$ cat src/rtl/mdio_master_if.sv
// Request/response bundle between the register block and the MDIO master.
// Latency: none, wires only.
// Backpressure: req_valid/req_ready handshake; the response is a one-cycle pulse with no stall.
interface mdio_master_if;
    logic        req_valid;
    logic        req_ready;
    logic        req_write;
    logic [4:0]  req_phy_addr;
    logic [4:0]  req_reg_addr;
    logic [15:0] req_wdata;
    logic        rsp_valid;
    logic [15:0] rsp_rdata;
    logic        rsp_error;

    modport master (
        input  req_valid, req_write, req_phy_addr, req_reg_addr, req_wdata,
        output req_ready, rsp_valid, rsp_rdata, rsp_error
    );

    modport slave (
        output req_valid, req_write, req_phy_addr, req_reg_addr, req_wdata,
        input  req_ready, rsp_valid, rsp_rdata, rsp_error
    );
endinterface

$ cat src/rtl/mdio_master.sv
// Clause-22 MDIO initiator: one register read/write request becomes one MDC/MDIO frame.
// Latency: the response pulse arrives 2*CLK_DIV*(PREAMBLE_LEN+33)+1 cycles after acceptance.
// Backpressure: req_ready is high only when idle; a request held while busy is ignored, not queued.
module mdio_master #(
    parameter int CLK_DIV      = 2,
    parameter int PREAMBLE_LEN = 32
) (
    input  logic          clk,
    input  logic          rst,
    mdio_master_if.master bus,
    output logic          mdc,
    output logic          mdio_o,
    output logic          mdio_oe,
    input  logic          mdio_i
);
    typedef enum logic [3:0] {
        S_IDLE, S_PRE, S_ST, S_OP, S_PHYAD, S_REGAD, S_TA, S_DATA, S_END
    } state_t;

    localparam logic [7:0] DIV_LAST    = 8'(CLK_DIV - 1);
    localparam state_t     START_STATE = (PREAMBLE_LEN > 0) ? S_PRE : S_ST;
    localparam logic [6:0] START_CNT   = (PREAMBLE_LEN > 0) ? 7'(PREAMBLE_LEN - 1) : 7'd1;

    state_t      state;
    state_t      nxt_state;
    logic [7:0]  div_cnt;
    logic [6:0]  bit_cnt;      // MDC periods left in the current state, minus one
    logic [6:0]  nxt_cnt;
    logic        wr_q;
    logic [4:0]  phy_q;
    logic [4:0]  reg_q;
    logic [15:0] wdata_q;
    logic [15:0] rd_sh;
    logic        err_q;
    logic        ready_q;
    logic        rsp_valid_q;
    logic [15:0] rsp_rdata_q;
    logic        rsp_error_q;
    logic        mdc_q;
    logic        mdio_o_q;
    logic        mdio_oe_q;
    logic [1:0]  start_bits;   // {oe, o} for the first period of a new frame
    logic [1:0]  nxt_bits;     // {oe, o} for the period that follows the current one

    // {oe, o} for a given position in the frame; bit_cnt counts down, so it indexes MSB first
    function automatic logic [1:0] drive_bits(input state_t s, input logic [6:0] n,
                                              input logic wr, input logic [4:0] pa,
                                              input logic [4:0] ra, input logic [15:0] wd);
        logic [1:0] r;
        r = 2'b01;
        case (s)
            S_PRE:   r = 2'b11;
            S_ST:    r = {1'b1, ~n[0]};                   // 0 then 1
            S_OP:    r = {1'b1, wr ? ~n[0] : n[0]};       // write 01, read 10
            S_PHYAD: r = {1'b1, pa[n[2:0]]};
            S_REGAD: r = {1'b1, ra[n[2:0]]};
            S_TA:    r = wr ? {1'b1, n[0]} : 2'b01;       // write drives 10, read releases
            S_DATA:  r = wr ? {1'b1, wd[n[3:0]]} : 2'b01;
            default: r = 2'b01;                           // END and IDLE: released, idle-high
        endcase
        return r;
    endfunction

    // Next frame position at the end of the current MDC period
    always_comb begin
        nxt_state = state;
        nxt_cnt   = bit_cnt - 7'd1;
        if (bit_cnt == 7'd0) begin
            case (state)
                S_PRE:   begin nxt_state = S_ST;    nxt_cnt = 7'd1;  end
                S_ST:    begin nxt_state = S_OP;    nxt_cnt = 7'd1;  end
                S_OP:    begin nxt_state = S_PHYAD; nxt_cnt = 7'd4;  end
                S_PHYAD: begin nxt_state = S_REGAD; nxt_cnt = 7'd4;  end
                S_REGAD: begin nxt_state = S_TA;    nxt_cnt = 7'd1;  end
                S_TA:    begin nxt_state = S_DATA;  nxt_cnt = 7'd15; end
                S_DATA:  begin nxt_state = S_END;   nxt_cnt = 7'd0;  end
                default: begin nxt_state = S_IDLE;  nxt_cnt = 7'd0;  end
            endcase
        end
        start_bits = drive_bits(START_STATE, START_CNT, bus.req_write,
                                bus.req_phy_addr, bus.req_reg_addr, bus.req_wdata);
        nxt_bits   = drive_bits(nxt_state, nxt_cnt, wr_q, phy_q, reg_q, wdata_q);
    end

    // Frame sequencer: MDC divider, pin drive on falling edges, sampling on rising edges
    always_ff @(posedge clk) begin
        if (rst) begin
            state       <= S_IDLE;
            div_cnt     <= 8'd0;
            bit_cnt     <= 7'd0;
            wr_q        <= 1'b0;
            phy_q       <= 5'd0;
            reg_q       <= 5'd0;
            wdata_q     <= 16'd0;
            rd_sh       <= 16'd0;
            err_q       <= 1'b0;
            ready_q     <= 1'b1;
            rsp_valid_q <= 1'b0;
            rsp_rdata_q <= 16'd0;
            rsp_error_q <= 1'b0;
            mdc_q       <= 1'b0;
            mdio_o_q    <= 1'b1;
            mdio_oe_q   <= 1'b0;
        end else begin
            rsp_valid_q <= 1'b0;
            if (state == S_IDLE) begin
                if (bus.req_valid && ready_q) begin
                    wr_q                   <= bus.req_write;
                    phy_q                  <= bus.req_phy_addr;
                    reg_q                  <= bus.req_reg_addr;
                    wdata_q                <= bus.req_wdata;
                    rd_sh                  <= 16'd0;
                    err_q                  <= 1'b0;
                    state                  <= START_STATE;
                    bit_cnt                <= START_CNT;
                    div_cnt                <= 8'd0;
                    mdc_q                  <= 1'b0;
                    {mdio_oe_q, mdio_o_q}  <= start_bits;
                    ready_q                <= 1'b0;
                end
            end else if (div_cnt != DIV_LAST) begin
                div_cnt <= div_cnt + 8'd1;
            end else begin
                div_cnt <= 8'd0;
                mdc_q   <= ~mdc_q;
                if (!mdc_q) begin
                    // Rising edge: capture what the PHY held through the low half
                    if (!wr_q) begin
                        if (state == S_TA && bit_cnt == 7'd0)
                            err_q <= mdio_i;
                        if (state == S_DATA)
                            rd_sh <= {rd_sh[14:0], mdio_i};
                    end
                end else if (state == S_END) begin
                    // Falling edge closing the frame: publish the response
                    state       <= S_IDLE;
                    bit_cnt     <= 7'd0;
                    ready_q     <= 1'b1;
                    rsp_valid_q <= 1'b1;
                    rsp_rdata_q <= wr_q ? 16'd0 : rd_sh;
                    rsp_error_q <= wr_q ? 1'b0 : err_q;
                    mdio_oe_q   <= 1'b0;
                    mdio_o_q    <= 1'b1;
                end else begin
                    // Falling edge: start the next period and present its bit
                    state                 <= nxt_state;
                    bit_cnt               <= nxt_cnt;
                    {mdio_oe_q, mdio_o_q} <= nxt_bits;
                end
            end
        end
    end

    assign bus.req_ready = ready_q;
    assign bus.rsp_valid = rsp_valid_q;
    assign bus.rsp_rdata = rsp_rdata_q;
    assign bus.rsp_error = rsp_error_q;
    assign mdc           = mdc_q;
    assign mdio_o        = mdio_o_q;
    assign mdio_oe       = mdio_oe_q;
endmodule
$ cat src/flat_wrapper.sv
// flat-port wrapper written by rule: the top's interface ports become plain ports
module mdio_master_flat 
#(
    parameter int CLK_DIV      = 2,
    parameter int PREAMBLE_LEN = 32
)
  (clk, rst, mdc, mdio_o, mdio_oe, mdio_i, bus_req_valid, bus_req_write, bus_req_phy_addr, bus_req_reg_addr, bus_req_wdata, bus_req_ready, bus_rsp_valid, bus_rsp_rdata, bus_rsp_error);
  mdio_master_if bus_i ();
  input  logic clk;
  input  logic rst;
  output logic mdc;
  output logic mdio_o;
  output logic mdio_oe;
  input  logic mdio_i;
  input wire logic [$bits(bus_i.req_valid)-1:0] bus_req_valid;
  input wire logic [$bits(bus_i.req_write)-1:0] bus_req_write;
  input wire logic [$bits(bus_i.req_phy_addr)-1:0] bus_req_phy_addr;
  input wire logic [$bits(bus_i.req_reg_addr)-1:0] bus_req_reg_addr;
  input wire logic [$bits(bus_i.req_wdata)-1:0] bus_req_wdata;
  output wire logic [$bits(bus_i.req_ready)-1:0] bus_req_ready;
  output wire logic [$bits(bus_i.rsp_valid)-1:0] bus_rsp_valid;
  output wire logic [$bits(bus_i.rsp_rdata)-1:0] bus_rsp_rdata;
  output wire logic [$bits(bus_i.rsp_error)-1:0] bus_rsp_error;
  assign bus_i.req_valid = bus_req_valid;
  assign bus_i.req_write = bus_req_write;
  assign bus_i.req_phy_addr = bus_req_phy_addr;
  assign bus_i.req_reg_addr = bus_req_reg_addr;
  assign bus_i.req_wdata = bus_req_wdata;
  assign bus_req_ready = bus_i.req_ready;
  assign bus_rsp_valid = bus_i.rsp_valid;
  assign bus_rsp_rdata = bus_i.rsp_rdata;
  assign bus_rsp_error = bus_i.rsp_error;
  mdio_master #(.CLK_DIV(CLK_DIV), .PREAMBLE_LEN(PREAMBLE_LEN)) u_core (.clk(clk), .rst(rst), .bus(bus_i), .mdc(mdc), .mdio_o(mdio_o), .mdio_oe(mdio_oe), .mdio_i(mdio_i));
endmodule
$ cat config.mk
export PLATFORM = sky130hd
export DESIGN_NAME = mdio_master_flat
export DESIGN_NICKNAME = d
export VERILOG_FILES = /design/src/rtl/mdio_master_if.sv /design/src/rtl/mdio_master.sv /design/src/flat_wrapper.sv
export SDC_FILE = /design/constraint.sdc
export NUM_CORES = 1
export LEC_CHECK = 0
export BUFFER_PORTS_ARGS = -buffer_cell sky130_fd_sc_hd__buf_2
export CORE_MARGIN = 2
export CORE_UTILIZATION = 55
export CTS_CLUSTER_SIZE = 24
export DETAILED_ROUTE_END_ITERATION = 7
export PLACE_DENSITY_LB_ADDON = 0.1
export SYNTH_ARGS = -nofsm -noshare
export SYNTH_HDL_FRONTEND = slang
export SYNTH_SLANG_ARGS = --single-unit
$ cat constraint.sdc
create_clock -name clk -period 4.55 [get_ports clk]
set_clock_uncertainty 0.1 [all_clocks]
set_input_delay 0.2275 -clock clk [delete_from_list [all_inputs] [get_ports clk]]
set_output_delay 0.2275 -clock clk [all_outputs]
set_load 0.01 [all_outputs]
Word-level counts from Yosys, hierarchy flattened

Cells that the tools add are included.
W data, S select, Z words.

Bits in registers: 85
Input port bits: 31
Output and inout port bits: 22
Logic and storage cells: 119

$add $sub $neg: 2
Order comparisons: 2
Equality and inequality tests: 20
Mux-type cells: 57
Bitwise gates (word level): 4
Reduce and logical (&&, ||, !) cells: 18

Operators by type and width:

| cell                  | number |
|---|---|
| $mux W16              | 7 |
| $mux W7               | 6 |
| $eq A4 B3 Y1 const B  | 8 |
| $pmux W4 S7           | 1 |
| $mux W1               | 27 |
| $mux W4               | 6 |
| $mux W8               | 3 |
| $eq A4 B2 Y1 const B  | 4 |
| $pmux W2 S7           | 1 |
| $pmux W4 S3           | 1 |
| $reduce_and A5 Y1     | 2 |
| $add A8 B1 Y8 const B | 1 |
| $eq A4 B1 Y1 const B  | 2 |
| $ne A8 B1 Y1 const B  | 1 |
| $reduce_and A4 Y1     | 2 |
| $reduce_bool A2 Y1    | 4 |
| $logic_not A7 Y1      | 1 |
| $sub A7 B1 Y7 const B | 1 |
| $bmux W1 S3           | 2 |
| $ne A2 B2 Y1 const B  | 3 |
| $lt A4 B5 Y1 const B  | 1 |
| $bmux W1 S4           | 1 |
| $eq A4 B4 Y1 const B  | 1 |
| $logic_not A4 Y1      | 1 |
| 10 further kinds      | 16 |

Longest topological paths before layout

Word-level depth: 12
Mapped depth: 13
Gate-level depth less buffers: 11

Least setup slack after synthesis

No wires, ideal clock.

Kind: register to register
From: register u_core.bit_cnt[0]
To: register u_core.mdio_o_q (netlist: u_core.mdio_o)
Library setup time: 120 ps
Arrival time: 2689 ps
Required time: 4330 ps
Setup slack: 1642 ps
Cell stages (with the launch flop): 14
Path buffers: 2
Clock period less this slack: 2908 ps
Path through: dfxtp_1 > clkbuf_1 > inv_1 > ha_1 > nor2b_1 > nand2_1 > clkbuf_1 > o31ai_1 > inv_1 > ha_1 > a311oi_1 > o32ai_1 > a31oi_1 > a211o_1

Longest elaborated chain between the ends: 10
Elaborated cells on any way between the ends: 26
Classes of those cells: 1 x add/sub; 7 x eq/ne; 16 x mux; 1 x bitwise; 1 x reduce/logical

RTL lines:

| item                                              | line                                 | RTL |
|---|---|---|
| from (decl)                                       | mdio_master.sv:27                    | `logic [6:0] bit_cnt;` |
| from (signal assigned)                            | mdio_master.sv:147                   | `bit_cnt <= nxt_cnt;` |
| $sub A7 B1 Y7 or $logic_not A7 Y1 (tied branches) | mdio_master.sv:67, mdio_master.sv:68 |  |
| $mux W7                                           | mdio_master.sv:68                    | `if (bit_cnt == 7'd0) begin` |
| $bmux W1 S4                                       | mdio_master.sv:58                    | `S_DATA: r = wr ? {1'b1, wd[n[3:0]]} : 2'b01;` |
| $mux W1 (implied by the code)                     | mdio_master.sv:58                    |  |
| $mux W2                                           | mdio_master.sv:58                    |  |
| $pmux W2 S7 *                                     | mdio_master.sv:51                    | `case (s)` |
| $mux W1 *                                         | mdio_master.sv:134                   | `end else if (state == S_END) begin` |
| $mux W1 *                                         | mdio_master.sv:126                   | `if (!mdc_q) begin` |
| $mux W1 *                                         | mdio_master.sv:121                   | `end else if (div_cnt != DIV_LAST) begin` |
| $mux W1 *                                         | mdio_master.sv:106                   | `if (state == S_IDLE) begin` |
| to (signal assigned)                              | mdio_master.sv:118                   | `{mdio_oe_q, mdio_o_q} <= start_bits;` |
| to (signal assigned)                              | mdio_master.sv:148                   | `{mdio_oe_q, mdio_o_q} <= nxt_bits;` |
| to (decl)                                         | mdio_master.sv:40                    | `logic mdio_o_q;` |

Every way passes the cells marked *; elsewhere a longest branch is shown, timed or not. The select of a mux whose other input is x is not followed.
A chain may end at the register's enable or synchronous reset.

Worst setup path in the final report

From: register u_core.bit_cnt[2]
To: register u_core.mdio_o_q (netlist: u_core.mdio_o)

The elaborated chain is that of the path after synthesis.

==> flow_summary.json <==
{
  "rrSetupSlack_ps": 1280,
  "grt_pass1_wl_mm": 15.4,
  "critPathKind": "flop to flop",
  "dpl.hpwl_mm": 6.21,
  "synth.top_cell.area_share_pct": 42.3,
  "outcome": "finished, final reports clean",
  "nNetsFinal": 590,
  "core_sq_um": 7180,
  "area_growth_pct": 17.8,
  "setup_viol": 0,
  "crit_path_end_kind": "flop",
  "placementRows": 31,
  "vias_per_cell": 5.68,
  "dieArea_sq_um": 8010,
  "ys_seq_area_share_pct": 42.3,
  "synth_nets": 533,
  "worstPathArrival_ps": 3420,
  "grt_setup_unrepaired": "no",
  "synth_cell_types": 62,
  "grt_pass1_vias": 3327,
  "synth_flop_cell": "dfxtp_1",
  "async_reset_ff_share_pct": 0,
  "cts_tree": "built",
  "dr.pass1.iters": 5,
  "grt_overflow": 0,
  "hold_class": "primary input to flop",
  "startpoint_type": "flop",
  "wl_mm": 9.28,
  "final.min_clock_period_ps": 3270,
  "ant_nets": 0,
  "root_buffer": "clkbuf_8",
  "fin_tns_setup_ps": 0,
  "max_freq_mhz": 306,
  "synthTopCellsByArea": "dfxtp_1, a21oi_1, nand2_1, a22o_1, nor2_1",
  "p_leak_nw": 1.84,
  "min_from": "bus_req_reg_addr[1]",
  "dpl-instance-area_sq_um": 4300,
  "grtUsageTotal_pct": 24.5,
  "drcViolationCount": 0,
  "r2r_end": "u_core.mdio_o",
  "netlist_instances": 497,
  "maxCapViolations": 0,
  "globalplace.congestion": 0.890,
  "synth.most_common_cell": "nand2_1",
  "clkLatencyLatePin_ps": 360,
  "cp_max_fo": 11,
  "fin_crit_sh_pct": 71.9,
  "fin_cells": 658,
  "hold_viol_final": 0,
  "clk_pin_slew_worst_paths_ps": 90,
  "tightestPinTransition_ps": 1020,
  "ios": 53,
  "synth_area_per_cell_sq_um": 8.09,
  "synth_edf_count": 0,
  "die_w_um": 89.5,
  "post-synth-top-area-cell": "dfxtp_1",
  "syn_area_sq_um": 4020,
  "ys_ff_latch": 85,
  "yosysWarnings": 0,
  "num_antenna_cells": 0,
  "synthTopCellsByCount": "nand2_1, dfxtp_1, a21oi_1, nor2_1, clkbuf_1",
  "finalInstanceArea_sq_um": 4740,
  "drt-met1-wl_mm": 4.41,
  "dr_wl_met2_mm": 4.35,
  "wire_per_inst_um": 14.1,
  "pwr_density_cell_nw_per_um2": 447,
  "numCtsBuffers": 9,
  "wl_met3_um": 393,
  "crit_required_ps": 4700,
  "vias": 3739,
  "drv_slew": 0,
  "relSlewSlack_pct": 31.7,
  "dr.max_layer_used": "met4",
  "htree_levels": 3,
  "antenna_found_initial": 0,
  "cts_buffer_depth": 2,
  "die_h_um": 89.5,
  "start_util_pct": 56.0,
  "grt_start_max_net_pins": 37,
  "ir_worst_vdd_uv": 292,
  "clock-sinks": 85,
  "timing.rr.start": "u_core.bit_cnt[2]",
  "drtIter0Drc": 200,
  "placed_cells": 618,
  "holdPathEnd": "u_core.reg_q[1]",
  "r2r_cells": 9,
  "hold_depth": 3,
  "finalPower_mw": 2.12,
  "numPortBuffers": 52,
  "drive_gt1_share_pct": 16.5
}
## stage by stage
step	worst slack (ps)	util, %	hold slack (ps)
floorplan	1640	-	263
finish	1280	66.0	9.33
detailed placement	1360	59.9	347
CTS	1330	65.9	0.689
global placement	1430	59.9	342
global route	979	66.0	22.7
## flip-flops by register name (all words and copies together) (netlist names), 4 cells and up
signal and count:
u_core.reg_q 5, u_core.rd_sh 16, u_core.bus.rsp_rdata 16, u_core.div_cnt 8, u_core.wdata_q 16, u_core.bit_cnt 7, u_core.phy_q 5, u_core.state 4
## kinds of logic after synthesis
logic type,synth area share (%)
XOR/XNOR,0.654
multiplexers,3.11
AO/OA/AOI/OAI,22.5
buffers and inverters,4.32
AND/OR/NAND/NOR,25.5
flip-flops,42.3
adder cells (fa/ha/maj),1.56
## cell type report
class / instances / area (sq um)
Clock inverter: 7 / 78.8
Tap cell: 99 / 124
Clock buffer: 9 / 124
Fill cell: 630 / 2440
Multi-Input combinational cell: 371 / 2150
Inverter: 5 / 18.8
Timing Repair Buffer: 82 / 546
Sequential cell: 85 / 1700
## worst max path at each step
stage,startpoint,to,slack (ps)
CTS,u_core.bit_cnt[2],u_core.mdio_o,1330
detailed placement,u_core.bit_cnt[2],u_core.mdio_o,1360
floorplan,u_core.bit_cnt[0],u_core.mdio_o,1640
global placement,u_core.bit_cnt[2],u_core.mdio_o,1430
finish,u_core.bit_cnt[2],u_core.mdio_o,1280
global route,u_core.bit_cnt[2],u_core.mdio_o,980
## worst max-delay path, stage by stage (launching register included)
cell and delay [ps]:
dfxtp_1 430, nor4_4 450, nand2_1 330, o31ai_1 520, inv_1 160, ha_1 340, a311oi_1 90, o32ai_1 320
a31oi_1 130, a211o_1 300
## routing by layer
layer | track usage, % | up-vias
met2 | 38.6 | 86
met5 | 0 | -
met1 | 33.8 | 1744
li1 | - | 1891
met3 | 6.09 | 18
met4 | 6.38 | 0
## cell usage in the layout, fill, tap and decap left out, drive strengths merged, types with 3 or more instances in the layout
master | Yosys | final
nand2 | 93 | 93
nor2 | 40 | 40
inv | 5 | 9
clkbuf | 29 | 9
or4 | 3 | 3
o31ai | 4 | 4
nand2b | 3 | 3
buf | 7 | 58
dlygate4sd3 | 0 | 24
or3 | 3 | 3
nor3 | 14 | 14
nor3b | 5 | 5
nor4 | 4 | 4
nand3 | 27 | 27
xnor2 | 3 | 3
a21oi | 73 | 73
a311oi | 4 | 4
dfxtp | 85 | 85
and3 | 6 | 6
o21ai | 23 | 23
mux2i | 8 | 8
a31oi | 3 | 3
a22o | 17 | 17
ha | 5 | 5
## what timing repair did
item	CTS	global route
setup buffers	0	0
hold buffers	23	1
gates resized for setup	0	0
hold endpoints to repair	23	1
## power breakdown
part / internal [mW] / switching, mW / leakage [nW]
Combinational: 0.263 / 0.444 / 1.05
Sequential: 0.793 / 0.0676 / 0.691
Clock: 0.262 / 0.291 / 0.105
Note: power is estimated with default switching activity, not from simulation.
